[src/rtl/decodificador_binario_hexadecimal.sv]
// Registered binary-to-hex 7-segment decoder for one board display.
// S[6:0] = {a,b,c,d,e,f,g}; COMMON_ANODE=1 inverts every segment bit.
module decodificador_binario_hexadecimal #(
  parameter bit COMMON_ANODE = 1'b0
) (
  input  logic       clk,
  input  logic       rst,
  input  logic       en,
  input  logic       blank,
  input  logic [3:0] A,
  output logic [6:0] S
);

  localparam logic [6:0] OFF = COMMON_ANODE ? 7'h7F : 7'h00;

  logic [6:0] seg_p0;

  // Glyph table is common cathode; lower-case b and d, tails on 6 and 9.
  function automatic logic [6:0] seg_decode(input logic [3:0] nib);
    logic [6:0] pat;
    unique case (nib)
      4'h0: pat = 7'h7E;
      4'h1: pat = 7'h30;
      4'h2: pat = 7'h6D;
      4'h3: pat = 7'h79;
      4'h4: pat = 7'h33;
      4'h5: pat = 7'h5B;
      4'h6: pat = 7'h5F;
      4'h7: pat = 7'h70;
      4'h8: pat = 7'h7F;
      4'h9: pat = 7'h7B;
      4'hA: pat = 7'h77;
      4'hB: pat = 7'h1F;
      4'hC: pat = 7'h4E;
      4'hD: pat = 7'h3D;
      4'hE: pat = 7'h4F;
      4'hF: pat = 7'h47;
    endcase
    return COMMON_ANODE ? ~pat : pat;
  endfunction

  // Stage p0: the only register; reset and blank both force the dark pattern.
  always_ff @(posedge clk) begin
    if (rst) begin
      seg_p0 <= OFF;
    end else if (blank) begin
      seg_p0 <= OFF;
    end else if (en) begin
      seg_p0 <= seg_decode(A);
    end
  end

  assign S = seg_p0;

endmodule

[config.mk]
export PLATFORM = sky130hd
export DESIGN_NAME = decodificador_binario_hexadecimal
export DESIGN_NICKNAME = d
export VERILOG_FILES = /design/src/rtl/decodificador_binario_hexadecimal.sv
export SDC_FILE = /design/constraint.sdc
export NUM_CORES = 1
export LEC_CHECK = 0
export CORE_MARGIN = 2
export CORE_UTILIZATION = 34
export CTS_BUF_LIST = sky130_fd_sc_hd__clkbuf_4
export DETAILED_ROUTE_END_ITERATION = 8
export DONT_BUFFER_PORTS = 1
export PLACE_DENSITY = 0.54
export SLEW_MARGIN = 30
export SYNTH_ARGS = -nofsm -noshare
export SYNTH_HDL_FRONTEND = slang
export SYNTH_SLANG_ARGS = --single-unit
[constraint.sdc]
create_clock -name clk -period 1.6 [get_ports clk]
set_input_delay 0.4 -clock clk [delete_from_list [all_inputs] [get_ports clk]]
set_output_delay 0.4 -clock clk [all_outputs]
set_load 0.01 [all_outputs]
Yosys cells after proc, flatten, opt, wreduce, memory -nomap -nowiden
Memory sizes are Yosys's and may differ from the RTL's. A register that Yosys moved wholly into a read port is not among the register bits.
Cells that the tools add are included.

cells by class
  reduce and logical (&&, ||, !) cells = 1

operators with widths
  kind              number
  $reduce_or A2 Y1  1

word-level totals
  memories = 1
  bits in read-only memories = 112
  flip-flop bits (word level) = 0
  input port bits = 8
  output and inout port bits = 7
  logic and storage cells = 2

memories
  name             words  bits a word  rd ports  clocked after Yosys merged registers in  wr ports  RTL line  source
  (no name shown)  16     7            1         1                                        0         21        unique case (nib)

Depth between registers and ports, before layout
  word-level depth = 1
  gate-level depth with buffers = 5
  mapped depth without buffers = 5

Worst setup path before layout
OpenSTA, ideal clock, no wires.

  kind = input to register
  start point = input port A[1]
  end point = register seg_p0[3] (netlist: S[3])
  arrival time = 1.348 ns
  setup time = 0.067 ns
  required time = 1.533 ns
  stages = 5
  slack = 0.185 ns
  cell sequence = inv_1 ha_1 inv_1 mux4_2 a21oi_2

RTL lines
  item         RTL line  source
  from (decl)  10        input logic [3:0] A,
  to (decl)    16        logic [6:0] seg_p0;

==> run metrics <==
outcome=finished, final reports clean; RSZ-0062 raised after global routing=no; max-slew violation count=0; Seq. cell area=about 140 um^2; Final Cycle Share=0.7598; critical path fanouts, max=5; CORE AREA=roughly 1300 um^2; Largest register FFs=7; Initial Util=0.3647; Max VDD drop=between 0.2 and 0.25 mV; Synth Instances=between 50 and 60; endpoints failing hold=0; setup violators final=0; Worst-Margin Slew=just under 0.3 ns; Mean Syn Cell Area=9.240 um^2; global route overflow=0; CP Cell Sequence=inv_1, ha_1, inv_1, mux4_2, a21oi_2; area growth from synthesis to layout=9.115%; post_cts resized=0; Slew Limit Headroom=0.8072; DR iter-0 viols=10; Routed wire per std cell=~13 um; P_leak=between 0.2 and 0.25 nW; initial antenna violation count=0; Seq/Total Area, Yosys=0.2917; Routed Wire Length=between 800 and 900 um; antenna-violating nets left=0; area of the multi-input gates=approximately 320 um^2; setup TNS=0 ns; residual DRC count=0; CP endpoint kind=flip-flop; synth warn=0; Critical Path RT=between 1.5 and 2 ns; die area=around 1700 um^2; Syn Nets=between 60 and 70; global-route wire length before repair=1.511 mm; Rows=13; Total GRT Usage=0.1144; DR vias=373; Slowest-stage cell, CP=mux4_2; # diodes=0; Arr. time, crit path=about 1.4 ns; vias per cell=around 5.3; cell mode on critical path=inv_1; Bufs on Longest Clock Path=2; synthesized area=480.5 um^2; Final Wtd Congestion=~0.85; largest area contributor in the netlist=dfxtp_1; FF-to-FF setup slack=roughly 0.85 ns; Synth area leaders=dfxtp_1 (29%), ha_1 (18%), mux2i_1 (10%), mux4_2 (4.7%), o21ai_0 (4.2%); pre-CTS setup slack=between 0.1 and 0.15 ns; largest net degree at the start of global routing=13; Hold Crit Class=in -> reg; Die W=~42 um; Die Span Y=between 40 and 50 um; share of layout cells above drive strength 1=0.1273; Clock Latency Late Sink=~0.25 ns; CTS tree=built; Reg clk slew, reported paths=roughly 0.050 ns; max-cap violation count=0; Seq cells post-synth=7; CP max stage delay=between 0.4 and 0.5 ns; Power Dens Cells=a little over 800 nW/um^2; minimum clock period=approximately 1.2 ns; hold buffer count at cts=0; Post-CTS Repair Setup Buffers=0; post-synthesis cell type count=22; Num CTS Buffers=3; # nets final=71; Achievable Freq=822.5 MHz; area share of the leading cell type in the synthesized netlist=0.2917; post-detail-place hpwl=roughly 700 um; Top Ports=15; CTS Sinks=7; skew final=0 ns; H-tree levels=1; Filler cells=around 130; I/O Buffers=0; Clock Tree Root=clkbuf_4; vias in the first global route=about 350; post-route setup slack=0.3843 ns; Setup CP Type=in -> reg; DRT Pass-1 Iters=4; CP startpoint kind=input pin
layer usage:
layer	share of wire	vias up	global-route usage
met1	0.46	161	0.1547
met5	0	-	0
met3	0.096	3	0.04348
li1	-	191	-
met4	0.028	0	0.09677
met2	0.41	18	0.1375
where the power goes:
part,total (mW),internal [mW],switching (mW)
Sequential,0.192,0.183,0.00885
Combinational,0.0578,0.0295,0.0283
Clock,0.178,0.112,0.0655
cell usage in the layout (no fill, tap or decap), drive strengths merged:
master	count
o221ai	1
nand2b	2
inv	3
nor2b	1
dfxtp	7
clkbuf	4
a21boi	1
mux2i	5
nand2	3
a21oi	3
o21ai	5
mux4	1
nor2	5
buf	1
o32ai	2
o22ai	1
ha	7
nand3b	1
a211oi	1
o2111ai	1
final cells by class:
class,count,area share
Clock buffer,4,0.05728
Inverter,3,0.02148
Multi-Input combinational cell,40,0.6038
Sequential cell,7,0.2673
Tap cell,15,0.03580
Timing Repair Buffer,1,0.01432
synthesized netlist by cell type, drive strengths merged:
library cell,count
nor2b,1
dfxtp,7
a21boi,1
mux4,1
nor2,5
nand2b,2
o21ai,5
o22ai,1
o32ai,2
nand2,3
buf,2
a21oi,3
o2111ai,1
ha,7
o221ai,1
inv,3
a211oi,1
nand3b,1
mux2i,5
cells by family after synthesis:
kind of cell | Yosys count | synth area share
mux | 6 | 0.1510
buf+inv | 5 | 0.04947
compound gates | 15 | 0.2084
fa+ha+maj | 7 | 0.1823
simple gates | 12 | 0.1172
flops | 7 | 0.2917
final timing paths:
kind | startpoint | cells after the start | to
worst min register to register | S[2]$_SDFFE_PP0P_ | 2 | S[2]$_SDFFE_PP0P_
worst max register to register | S[0]$_SDFFE_PP0P_ | 2 | S[0]$_SDFFE_PP0P_
worst min-delay path | en | 1 | S[3]$_SDFFE_PP0P_
worst max-delay path | A[1] | 5 | S[3]$_SDFFE_PP0P_
worst max-delay path: cells and delay by family:
| family | cells | cell delay (ns) |
|---|---|---|
| muxes | 1 | 0.46 |
| adders and majority gates | 1 | 0.29 |
| buffers and inverters | 2 | 0.12 |
| AOI/OAI and AO/OA | 1 | 0.14 |
stage by stage:
stage                     cell area (um^2)  total power, mW  cells  utilization  hold WS, ns
after floorplan                      480.5           0.2495     52            -       0.4931
after global placement               494.2           0.2540     66       0.3751       0.4822
after detailed placement             494.2           0.2535     66       0.3751       0.4857
after CTS                            524.3           0.4333     70       0.3979       0.2179
after global routing                 524.3           0.4556     70       0.3979       0.2082
final                                524.3           0.4277     70       0.3979       0.2227
(Power assumes the default switching activity.)
